`src/rtl/synth_pkg.sv`:
```
// Shared types and defaults for the polyphonic voice allocator.
package synth_pkg;

    localparam int NOTE_W         = 7;
    localparam int NUM_VOICES_DEF = 4;

    typedef enum logic [1:0] {
        IDLE   = 2'd0,
        SEARCH = 2'd1,
        GAP    = 2'd2,
        COMMIT = 2'd3
    } state_e;

endpackage

```
`src/rtl/voice_pick.sv`:
```
// Combinational candidate search: lowest-index matching voice, lowest-index free voice,
// and the voice holding the oldest rank.
module voice_pick #(
    parameter int NUM_VOICES = 4,
    parameter int NOTE_W     = 7,
    parameter int IDX_W      = 2
) (
    input  logic [NUM_VOICES*NOTE_W-1:0] voice_note,
    input  logic [NUM_VOICES-1:0]        voice_key,
    input  logic [NUM_VOICES*IDX_W-1:0]  rank,
    input  logic [NOTE_W-1:0]            note,
    output logic [IDX_W-1:0]             match_idx,
    output logic                         match_found,
    output logic [IDX_W-1:0]             free_idx,
    output logic                         free_found,
    output logic [IDX_W-1:0]             oldest_idx,
    output logic                         oldest_found
);

    // Scan from the top down so the lowest index is the last writer and wins.
    always_comb begin
        match_idx    = '0;
        match_found  = 1'b0;
        free_idx     = '0;
        free_found   = 1'b0;
        oldest_idx   = '0;
        oldest_found = 1'b0;
        for (int v = NUM_VOICES - 1; v >= 0; v--) begin
            if (voice_key[v] && (voice_note[v*NOTE_W +: NOTE_W] == note)) begin
                match_idx   = IDX_W'(v);
                match_found = 1'b1;
            end
            if (!voice_key[v]) begin
                free_idx   = IDX_W'(v);
                free_found = 1'b1;
            end
            if (rank[v*IDX_W +: IDX_W] == IDX_W'(NUM_VOICES - 1)) begin
                oldest_idx   = IDX_W'(v);
                oldest_found = 1'b1;
            end
        end
    end

endmodule

```
`src/rtl/voice_alloc.sv`:
```
// Note-event to voice allocator with retrigger/steal handling and LRU ranking.
// state  | meaning
// IDLE   | ev_ready high, waiting for an event
// SEARCH | pick match/free/oldest; note-off resolves here
// GAP    | target key held low one cycle so the envelope restarts
// COMMIT | target note/key written on entry; returns to IDLE
module voice_alloc #(
    parameter int NUM_VOICES = synth_pkg::NUM_VOICES_DEF,
    parameter int NOTE_W     = synth_pkg::NOTE_W
) (
    input  logic                                clk,
    input  logic                                rst_n,
    input  logic                                ev_valid,
    output logic                                ev_ready,
    input  logic                                ev_on,
    input  logic [NOTE_W-1:0]                   ev_note,
    output logic [NUM_VOICES*NOTE_W-1:0]        voice_note,
    output logic [NUM_VOICES-1:0]               voice_key,
    output logic                                steal,
    output logic [$clog2(NUM_VOICES):0]         active_cnt
);
    import synth_pkg::*;

    localparam int IDX_W = $clog2(NUM_VOICES);
    localparam int CNT_W = $clog2(NUM_VOICES) + 1;

    state_e                       state_q, state_d;
    logic                         on_q, on_d;
    logic [NOTE_W-1:0]            note_q, note_d;
    logic [IDX_W-1:0]             tgt_q, tgt_d;
    logic                         steal_pend_q, steal_pend_d;
    logic [NUM_VOICES*NOTE_W-1:0] vnote_q, vnote_d;
    logic [NUM_VOICES-1:0]        key_q, key_d;
    logic [NUM_VOICES*IDX_W-1:0]  rank_q, rank_d;
    logic                         steal_q, steal_d;
    logic [CNT_W-1:0]             cnt_q, cnt_d;

    logic                         commit_en;
    logic [IDX_W-1:0]             commit_idx;
    logic                         commit_steal;
    logic [IDX_W-1:0]             commit_rank;

    logic [IDX_W-1:0]             match_idx, free_idx, oldest_idx;
    logic                         match_found, free_found, oldest_found;

    voice_pick #(
        .NUM_VOICES (NUM_VOICES),
        .NOTE_W     (NOTE_W),
        .IDX_W      (IDX_W)
    ) u_pick (
        .voice_note   (vnote_q),
        .voice_key    (key_q),
        .rank         (rank_q),
        .note         (note_q),
        .match_idx    (match_idx),
        .match_found  (match_found),
        .free_idx     (free_idx),
        .free_found   (free_found),
        .oldest_idx   (oldest_idx),
        .oldest_found (oldest_found)
    );

    always_comb begin
        state_d      = state_q;
        on_d         = on_q;
        note_d       = note_q;
        tgt_d        = tgt_q;
        steal_pend_d = steal_pend_q;
        vnote_d      = vnote_q;
        key_d        = key_q;
        rank_d       = rank_q;
        steal_d      = 1'b0;
        commit_en    = 1'b0;
        commit_idx   = tgt_q;
        commit_steal = steal_pend_q;
        commit_rank  = '0;
        cnt_d        = '0;

        case (state_q)
            IDLE: begin
                if (ev_valid) begin
                    on_d    = ev_on;
                    note_d  = ev_note;
                    state_d = SEARCH;
                end
            end
            SEARCH: begin
                if (!on_q) begin
                    if (match_found) key_d[match_idx] = 1'b0;
                    state_d = IDLE;
                end else if (match_found) begin
                    key_d[match_idx] = 1'b0;
                    tgt_d            = match_idx;
                    steal_pend_d     = 1'b0;
                    state_d          = GAP;
                end else if (free_found) begin
                    commit_en    = 1'b1;
                    commit_idx   = free_idx;
                    commit_steal = 1'b0;
                    state_d      = COMMIT;
                end else if (oldest_found) begin
                    key_d[oldest_idx] = 1'b0;
                    tgt_d             = oldest_idx;
                    steal_pend_d      = 1'b1;
                    state_d           = GAP;
                end else begin
                    state_d = IDLE;
                end
            end
            GAP: begin
                commit_en = 1'b1;
                state_d   = COMMIT;
            end
            COMMIT:  state_d = IDLE;
            default: state_d = IDLE;
        endcase

        // Writes land on the edge into COMMIT so the COMMIT cycle shows the new voice.
        if (commit_en) begin
            commit_rank = rank_q[int'(commit_idx)*IDX_W +: IDX_W];
            vnote_d[int'(commit_idx)*NOTE_W +: NOTE_W] = note_q;
            key_d[commit_idx] = 1'b1;
            steal_d           = commit_steal;
            tgt_d             = commit_idx;
            for (int v = 0; v < NUM_VOICES; v++) begin
                if (rank_q[v*IDX_W +: IDX_W] < commit_rank)
                    rank_d[v*IDX_W +: IDX_W] = rank_q[v*IDX_W +: IDX_W] + IDX_W'(1);
            end
            rank_d[int'(commit_idx)*IDX_W +: IDX_W] = '0;
        end

        for (int v = 0; v < NUM_VOICES; v++) cnt_d = cnt_d + CNT_W'(key_d[v]);
    end

    always_ff @(posedge clk or negedge rst_n) begin
        if (!rst_n) begin
            state_q      <= IDLE;
            on_q         <= 1'b0;
            note_q       <= '0;
            tgt_q        <= '0;
            steal_pend_q <= 1'b0;
            vnote_q      <= '0;
            key_q        <= '0;
            steal_q      <= 1'b0;
            cnt_q        <= '0;
            for (int v = 0; v < NUM_VOICES; v++)
                rank_q[v*IDX_W +: IDX_W] <= IDX_W'(NUM_VOICES - 1 - v);
        end else begin
            state_q      <= state_d;
            on_q         <= on_d;
            note_q       <= note_d;
            tgt_q        <= tgt_d;
            steal_pend_q <= steal_pend_d;
            vnote_q      <= vnote_d;
            key_q        <= key_d;
            rank_q       <= rank_d;
            steal_q      <= steal_d;
            cnt_q        <= cnt_d;
        end
    end

    assign ev_ready   = (state_q == IDLE);
    assign voice_note = vnote_q;
    assign voice_key  = key_q;
    assign steal      = steal_q;
    assign active_cnt = cnt_q;

endmodule

```
`config.mk`:
```
export PLATFORM = sky130hd
export DESIGN_NAME = voice_alloc
export DESIGN_NICKNAME = d
export VERILOG_FILES = /design/src/rtl/synth_pkg.sv /design/src/rtl/voice_pick.sv /design/src/rtl/voice_alloc.sv
export SDC_FILE = /design/constraint.sdc
export NUM_CORES = 1
export LEC_CHECK = 0
export ABC_AREA = 1
export ABC_CLOCK_PERIOD_IN_PS = 3100
export BUFFER_PORTS_ARGS = -buffer_cell sky130_fd_sc_hd__buf_2
export CORE_UTILIZATION = 49
export DETAILED_ROUTE_END_ITERATION = 16
export PLACE_DENSITY = 0.73
export SLEW_MARGIN = 20
export SYNTH_ARGS = -nofsm -noshare
export SYNTH_HDL_FRONTEND = slang
export SYNTH_SLANG_ARGS = --single-unit
export TNS_END_PERCENT = 1
```
`constraint.sdc`:
```
create_clock -name clk -period 3.1 [get_ports clk]
set_input_delay 0.155 -clock clk [delete_from_list [all_inputs] [get_ports clk]]
set_output_delay 0.155 -clock clk [all_outputs]
set_load 0.1 [all_outputs]
```
==> results.toml, run 1 <==
[status]
status = "finished, violations left"
violations = "setup timing"

[finish]
layout_common_cells = "nand2_1, inv_1, buf_2"
n_antenna_cell = 0
post-route-util = 0.657
drive_gt1_frac = 0.336
synthToLayoutAreaGrowth_pct = 28.8
final_common_cell = "nand2_1"
fin_nets = 581

[setup_path]
start_kind = "flop"
critPathCaptureType = "flop"
required_ns = 3.34
cp_max_fo = 7
r2r_slack_ns = -0.12
critPathArrivalTime_ns = 3.45
criticalPathCategory = "reg2reg"

[cts]
cts_tree = "yes"
clock_latency_ns = 0.35
cts_sinks = 57
htreeDepth = 3
root_buffer = "clkbuf_8"
path_clk_slew_ns = 0.08
cts_buffers = 9
cts.path.max_buffers = 2

[placed_design]
post-dp-hpwl_mm = 7.48
port_buffers = 47
post-place-ws_ns = -0.158
gp_congestion = 0.940

[logic_synthesis]
synth_top_area_share = 0.381
synth_area_um2 = 3480
ys_ff_latch = 57
synth_top_cells_by_area = "dfrtp_1, nand2_1, ha_1"
yosysTopAreaCell = "dfrtp_1"
synth_seq_area_share = 0.411
syn-num-nets = 491
avgSynthCellArea_um2 = 7.61
postSynthCellCount = 458
synth.distinct_cells = 34
ys_warn_count = 0

[global_routing]
grt_pass1_wl_mm = 15.9
overflow = 0
groute.usage.overall = 0.281
first_global_vias = 3356
antenna_found_initial = 0
grt_max_degree = 24

[routing]
wl_per_cell_um = 16.3
viasPerCell = 5.55
vias = 3603
postRouteAntennaNets = 0
route.detailed.drc = 0
drt_iter0_drc = 262
dr.pass1.iters = 6
wl_mm = 10.6

[floorplan]
start_util = 0.510
coreArea_um2 = 6830
die_h_um = 86.3
die_w_um = 86.3
die_area_um2 = 7450
placementRows = 30
io_pins = 48

[timing]
fin_crit_sh = 1.04
finalClockSkew_ns = 0.0173
fmax_mhz = 311
worst_pin_slew_ns = 0.578
drv_slew = 0
setup_slack_ns = -0.118
fin_crit_ns = 3.22
rsz0062_at_grt = "true"
hold_violations = 0
relSlewSlack = 0.614
setup-violations-final = 2

[hold_path]
hp-class = "in2reg"

[job]
cap_viol_max_count = 0
## sequential cells by signal, indices dropped and copies added, names as in the netlist, named ones only
signal        flops
voice_note       28
active_cnt        3
steal             1
steal_pend_q      1
voice_key         4
rank_q            8
state_q           1
tgt_q             2
on_q              1
note_q            7
## critical path, cell delays in order, from the launching register on
cell	delay [ns]
dfrtp_2	0.49
inv_4	0.11
nand2_1	0.06
o21ai_1	0.07
nor2_1	0.06
nand2_2	0.11
nor2_4	0.06
nor2_4	0.16
nand2_4	0.10
nor4_4	0.32
nand2_1	0.13
nor3_2	0.20
o21ai_1	0.11
nand2_1	0.12
nand2_2	0.08
fa_1	0.56
ha_4	0.16
ha_4	0.19
## layer usage
metal  share of wire  up-vias  wire length, um  global-route usage
li1                -     1669                -                   -
met1            0.46     1730             4810               0.400
met2            0.46      176             4840               0.439
met3           0.064       28              674              0.0314
met4           0.022        0              233               0.115
met5               0        -                0                   0
## cell families (layout without fill, tap and decap cells)
family	count (synthesis)	count (layout)	synth area share
compound gates	77	77	0.129
xor+xnor	1	1	0.00251
fa+ha+maj	22	22	0.0812
buf+inv	74	169	0.0851
flops	57	57	0.411
simple gates	227	227	0.291
## cell usage after synthesis
| library cell | number |
|---|---|
| nor2_2 | 9 |
| nor2_8 | 1 |
| buf_6 | 2 |
| o221ai_1 | 1 |
| o21ai_0 | 22 |
| clkbuf_1 | 1 |
| o22ai_1 | 24 |
| o22a_1 | 1 |
| a32oi_1 | 1 |
| nor3_1 | 3 |
| inv_2 | 7 |
| fa_1 | 1 |
| nand4_1 | 5 |
| nor2_4 | 4 |
| nand3_2 | 4 |
| a211oi_1 | 1 |
| a21oi_4 | 1 |
| xor2_1 | 1 |
| nand3_1 | 22 |
| o21ai_1 | 6 |
| buf_2 | 3 |
| o21ai_2 | 1 |
| dfstp_2 | 4 |
| a21oi_1 | 17 |
| nor2_1 | 38 |
| nand2_2 | 3 |
| inv_1 | 61 |
| dfrtp_1 | 53 |
| a31oi_1 | 1 |
| nor4_1 | 1 |
| or4_1 | 4 |
| ha_1 | 21 |
| o311ai_0 | 1 |
| nand2_1 | 133 |
## final cells by class
| cell class | instances | area (um2) |
|---|---|---|
| clock buffers | 9 | 124 |
| clock inverters | 7 | 53.8 |
| fillers | 611 | 2350 |
| inverters | 68 | 263 |
| multi-input cells | 327 | 1860 |
| flip-flops and latches | 57 | 1530 |
| well taps | 96 | 120 |
| repair buffers | 85 | 536 |
## worst paths after layout
check                        startpoint            end  cells after the start
max                           note_q[5]  active_cnt[1]                     17
min                          ev_note[1]      note_q[1]                      3
max reg2reg                   note_q[5]  active_cnt[1]                     17
min reg2reg                steal_pend_q          steal                      2
max in group asynchronous         rst_n      rank_q[4]                      3
min in group asynchronous         rst_n  voice_note[0]                      2
## metrics by stage
stage	setup TNS, ns	instance area, um2	std cells	hold slack, ns
after global placement	-0.0502	4090	621	0.130
after detailed placement	-0.203	4090	621	0.138
final	-0.165	4490	649	0.0565
after floorplan	0	3580	458	-0.141
after CTS	0	4300	638	0.0471
after global routing	-0.868	4490	649	0.0689
## what timing repair did
| item | 4_1_cts | 5_1_grt |
|---|---|---|
| hold buffers | 1 | 0 |
| endpoints found under the hold margin | 18 | 0 |
| resized for setup | 6 | 26 |
| cloned | 0 | 0 |
| buffers inserted | 0 | 11 |
| endpoints found under the setup margin | 3 | 7 |
| pin swaps | 0 | 13 |
Power of run 1 is left out: the tool's default activity adds up to more than one toggle a clock period on the data nets, which glitch-free logic cannot reach.
==> run 2: changes to the inputs <==
--- a/config.mk
+++ b/config.mk
@@ -8,9 +8,10 @@
 export ABC_AREA = 1
 export ABC_CLOCK_PERIOD_IN_PS = 3100
 export BUFFER_PORTS_ARGS = -buffer_cell sky130_fd_sc_hd__buf_2
-export CORE_UTILIZATION = 49
+export CORE_UTILIZATION = 30
 export DETAILED_ROUTE_END_ITERATION = 16
-export PLACE_DENSITY = 0.73
+export PLACE_DENSITY = 0.5
+export SETUP_SLACK_MARGIN = 0.5
 export SLEW_MARGIN = 20
 export SYNTH_ARGS = -nofsm -noshare
 export SYNTH_HDL_FRONTEND = slang
==> run 2 against run 1 <==
Effect of this change:
- the flow now finishes without violations
- final cell count is 5.2% higher
- routed wire length grew 1.7%
- global-route usage decreased by 8.7 points
- die area is 62% higher
- sequential share of layout area is 1.5 points lower
- critical path type unchanged
- critical endpoint unchanged
- highest routed layer unchanged
==> results.toml, run 2 (synthesis results as in run 1) <==
[status]
status = "finished clean"

[routing]
vias = 3362
viasPerCell = 4.92
postRouteAntennaNets = 0
dr.pass1.iters = 4
wl_per_cell_um = 15.7
route.detailed.drc = 0
wl_mm = 10.7
drt_iter0_drc = 202

[setup_path]
cp_max_fo = 7
cp_common_cell = "nand2_2"
path_cells = "buf_12 > o21ai_1 > nor2_1 > nand2_2 > nor2_4 > nor2_4 > nand3_2 > nand2_2 > nand2_4 > buf_6 > ha_2 > nand2_2 > nand2_2 > fa_1 > ha_2 > ha_1"
r2r_start = "note_q[5]"
crit_path_top_delay_cell = "dfrtp_2"
crit_start = "note_q[5]"
r2r-end = "active_cnt[1]"
max_stage_delay_ns = 0.46
start_kind = "flop"
r2r_slack_ns = 0.07
criticalPathCategory = "reg2reg"
reg2reg_depth = 16
required_ns = 3.31
cp-endpoint = "active_cnt[1]"
critPathArrivalTime_ns = 3.24
critPathCaptureType = "flop"

[floorplan]
start_util = 0.314
die_area_um2 = 12000
coreArea_um2 = 11100
die_w_um = 110
placementRows = 38
die_h_um = 110
io_pins = 48

[global_routing]
first_global_vias = 3314
groute.usage.overall = 0.194
overflow = 0
antenna_found_initial = 0
grt_max_degree = 31
grt_pass1_wl_mm = 17.2

[timing]
hold_violations = 0
relSlewSlack = 0.508
finalClockSkew_ns = 0.00710
fin_crit_ns = 3.03
rsz0062_at_grt = "true"
worst_pin_slew_ns = 0.738
setup_slack_ns = 0.0689
setup-violations-final = 0
fin_crit_sh = 0.978
fin_tns_setup_ns = 0
drv_slew = 0
fmax_mhz = 330

[finish]
largest_register_ffs = 28
synthToLayoutAreaGrowth_pct = 36.8
drive_gt1_frac = 0.394
n_antenna_cell = 0
layout_common_cells = "nand2_1, buf_2, inv_1"
fin_nets = 571
final_common_cell = "nand2_1"

[cts]
root_buffer = "clkbuf_16"
cts.path.max_buffers = 2
clock_latency_ns = 0.33
htreeDepth = 3
cts_tree = "yes"
path_clk_slew_ns = 0.06
cts_buffers = 9
cts_sinks = 57

[placed_design]
post-dp-hpwl_mm = 7.94
gp_congestion = 0.869
port_buffers = 47
post-place-ws_ns = -0.143

[hold_path]
hold_depth = 3
hp-class = "in2reg"

[job]
cap_viol_max_count = 0
## run 2: cell count changes in the layout (fill, tap and decap cells not counted), moves of 5 or more
cell       change
clkbuf_16      +9
inv_1         -19
inv_2         +18
nand2_1        -7
buf_4         -15
dfrtp_2        -9
o21ai_0        -5
clkbuf_8       -8
dfrtp_4        +9
## run 2: worst max-delay path: cells and delay by family (launching register included)
kind,cells,cell delay (ns)
DFF,1,0.46
and+or+nand+nor,9,0.97
buffers and inverters,2,0.29
adders and majority gates,4,1.07
AOI/OAI and AO/OA,1,0.12
## run 2: how the worst min path moves through the flow
stage / startpoint / to / slack, ns
6_report: ev_note[1] / note_q[1] / 0.07
5_1_grt: ev_note[1] / note_q[1] / 0.08
4_1_cts: ev_note[1] / note_q[1] / 0.06
3_5_place_dp: rst_n / voice_note[25] / 0.25
3_3_place_gp: rst_n / voice_note[25] / 0.25
2_1_floorplan: rst_n / async pin / -0.14
## run 2: routing by layer
metal	part of all wire	track usage
met1	0.48	0.270
met4	0.015	0.0838
met5	0	0
met3	0.044	0.0397
met2	0.46	0.290
## run 2: per-stage QoR
step	util	hold slack (ns)	instance area (um2)	cells
final	0.430	0.0704	4770	683
after global routing	0.430	0.0795	4770	683
after CTS	0.415	0.0641	4600	678
after detailed placement	0.375	0.253	4150	654
after global placement	0.375	0.248	4150	654
after floorplan	-	-0.141	3670	458
## run 2: layout make-up
cell class,count,area (um2)
multi-input cells,327,1950
repair buffers,75,492
flip-flops and latches,57,1560
clock buffers,11,243
well taps,140,175
clock inverters,5,78.8
inverters,68,268
fillers,1101,6310
## run 2: what timing repair did
item / CTS / global route
resized for setup: 19 / 38
pin swaps: 11 / 17
hold buffers: 1 / 0
hold endpoints to repair: 27 / 0
buffers inserted: 7 / 5
setup endpoints to repair: 39 / 39
Power of run 2 is left out for the same reason.
==> run 3: changes to the inputs <==
--- a/config.mk
+++ b/config.mk
@@ -5,7 +5,6 @@
 export SDC_FILE = /design/constraint.sdc
 export NUM_CORES = 1
 export LEC_CHECK = 0
-export ABC_AREA = 1
 export ABC_CLOCK_PERIOD_IN_PS = 3100
 export BUFFER_PORTS_ARGS = -buffer_cell sky130_fd_sc_hd__buf_2
 export CORE_UTILIZATION = 30
==> run 3 against run 2 <==
Effect of this change:
- the run now ends with setup timing left
- final cell count is 13% lower
- synthesized area fell by 4.9%
- global-route usage shrank 0.55 points
- fmax fell by 10%
- routed wire length decreased by 8.6%
- highest routed layer unchanged
==> results.toml, run 3 <==
[status]
status = "finished, violations left"
violations = "setup timing"

[floorplan]
placementRows = 38
die_h_um = 107
die_area_um2 = 11500
die_w_um = 107
start_util = 0.307
io_pins = 48
coreArea_um2 = 10800

[logic_synthesis]
synth_seq_area_share = 0.432
synth.most_common_cell = "dfrtp_1"
syn-num-nets = 343
ys_warn_count = 0
ys_async_sr_fraction = 1.00
synth_edf_count = 0
synth_top_cells_by_area = "dfrtp_1, a22o_1, ha_1"
synthTopCellsByCount = "dfrtp_1, a22o_1, nand2_1"
synth.distinct_cells = 50
postSynthCellCount = 310
yosysTopAreaCell = "dfrtp_1"
avgSynthCellArea_um2 = 10.7
synthFlopType = "dfrtp_1"
ys_ff_latch = 57
synth_top_area_share = 0.400
synth_area_um2 = 3310

[setup_path]
r2r_start = "voice_note[22]"
reg2reg_depth = 14
critPathCaptureType = "flop"
required_ns = 3.33
start_kind = "flop"
r2r-end = "rank_q[7]"
r2r_slack_ns = -0.27
cp_max_fo = 6
criticalPathCategory = "reg2reg"
critPathArrivalTime_ns = 3.61

[timing]
drv_slew = 0
hold_violations = 0
fin_crit_sh = 1.09
hold_ws_ns = 0.0293
setup_slack_ns = -0.273
setup-violations-final = 11
fin_crit_ns = 3.37
finalClockSkew_ns = 0.00814
rsz0062_at_grt = "true"
worst_pin_slew_ns = 0.532
fmax_mhz = 296
relSlewSlack = 0.644

[hold_path]
hold_end = "note_q[5]"
hp-class = "in2reg"
hold_depth = 2
min_from = "ev_note[5]"

[routing]
dr.pass1.iters = 4
route.detailed.drc = 0
drt_iter0_drc = 206
postRouteAntennaNets = 0
vias = 2979
wl_mm = 9.81
viasPerCell = 5.00
wl_per_cell_um = 16.5

[global_routing]
overflow = 0
grt_pass1_wl_mm = 16.5
grt_max_degree = 32
first_global_vias = 3088
antenna_found_initial = 0
groute.usage.overall = 0.189

[job]
cap_viol_max_count = 0

[finish]
fill_cells = 1036
final_common_cell = "buf_4"
final_cells = 596
largest_register_ffs = 28
synthToLayoutAreaGrowth_pct = 45.6
fin_nets = 484
drive_gt1_frac = 0.533
layout_common_cells = "buf_4, buf_2, dfrtp_2"
n_antenna_cell = 0

[placed_design]
port_buffers = 47
post-dp-hpwl_mm = 7.43
gp_congestion = 0.873
dp_cells = 575

[cts]
root_buffer = "clkbuf_8"
htreeDepth = 3
cts_tree = "yes"
path_clk_slew_ns = 0.07
clock_latency_ns = 0.35
cts_buffers = 9
cts_sinks = 57
cts.path.max_buffers = 2
==> run 3: cell types whose count changed in the layout (fill, tap and decap cells not counted), moves of 18 or more <==
cell / change
inv_1: -34
o22ai_1: -22
nor2_1: -18
dfrtp_2: +28
buf_4: +72
inv_2: -22
dfrtp_4: -28
a22o_1: +31
nand2_1: -98
==> run 3: worst max-delay path by stage <==
stage	startpoint	to	slack, ns	depth (start not counted)
after floorplan	voice_note[21]	rank_q[6]	-0.44	16
after global placement	note_q[0]	active_cnt[1]	-0.43	13
after detailed placement	voice_note[21]	active_cnt[1]	-0.48	12
after CTS	voice_note[22]	rank_q[5]	-0.33	14
after global routing	voice_note[22]	rank_q[7]	-0.47	15
final	voice_note[22]	rank_q[7]	-0.27	14
==> run 3: logic make-up after synthesis <==
kind of cell | after synthesis | synth area share
compound gates | 76 | 0.189
xor+xnor | 28 | 0.0740
fa+ha+maj | 22 | 0.0853
buf+inv | 22 | 0.0351
flops | 57 | 0.432
mux | 10 | 0.0351
simple gates | 95 | 0.150
==> run 3: final cells by class <==
type	count	area, um2	area share
Clock inverter	6	90.1	0.0187
Sequential cell	57	1490	0.308
Multi-Input combinational cell	231	1930	0.400
Inverter	9	38.8	0.00804
Tap cell	140	175	0.0363
Timing Repair Buffer	143	966	0.200
Clock buffer	10	138	0.0285
==> run 3: layer usage <==
layer / track usage / vias up / part of all wire
met1: 0.264 / 1456 / 0.48
li1: - / 1444 / -
met4: 0.0489 / 0 / 0.011
met3: 0.0347 / 9 / 0.040
met5: 0 / - / 0
met2: 0.299 / 70 / 0.47
==> run 3: timing repair <==
item / 4_1_cts / 5_1_grt
buffers inserted: 3 / 1
resized for setup: 17 / 14
endpoints found under the hold margin: 53 / 0
hold buffers: 1 / 0
pin swaps: 19 / 17
setup endpoints to repair: 46 / 46
==> run 3: through the flow <==
| step | utilization | setup slack [ns] | setup TNS, ns | cell area [um2] |
|---|---|---|---|---|
| floorplan | - | -0.439 | -4.16 | 3420 |
| global placement | 0.410 | -0.428 | -7.42 | 4420 |
| detailed placement | 0.410 | -0.482 | -9.35 | 4420 |
| CTS | 0.441 | -0.325 | -3.09 | 4760 |
| global route | 0.447 | -0.475 | -4.54 | 4820 |
| finish | 0.447 | -0.273 | -2.46 | 4820 |
==> run 3: worst max-delay path, cell delays in order (launching register included) <==
cell	delay, ns
dfrtp_4	0.48
xor2_1	0.16
nor4_2	0.32
nand4_1	0.20
and3b_2	0.29
a41o_1	0.22
a21o_4	0.23
buf_6	0.14
nand3_1	0.07
o21ai_2	0.08
ha_2	0.32
nor2_1	0.04
a41o_1	0.21
or2_1	0.22
a221o_1	0.29
Power of run 3 is left out for the same reason.
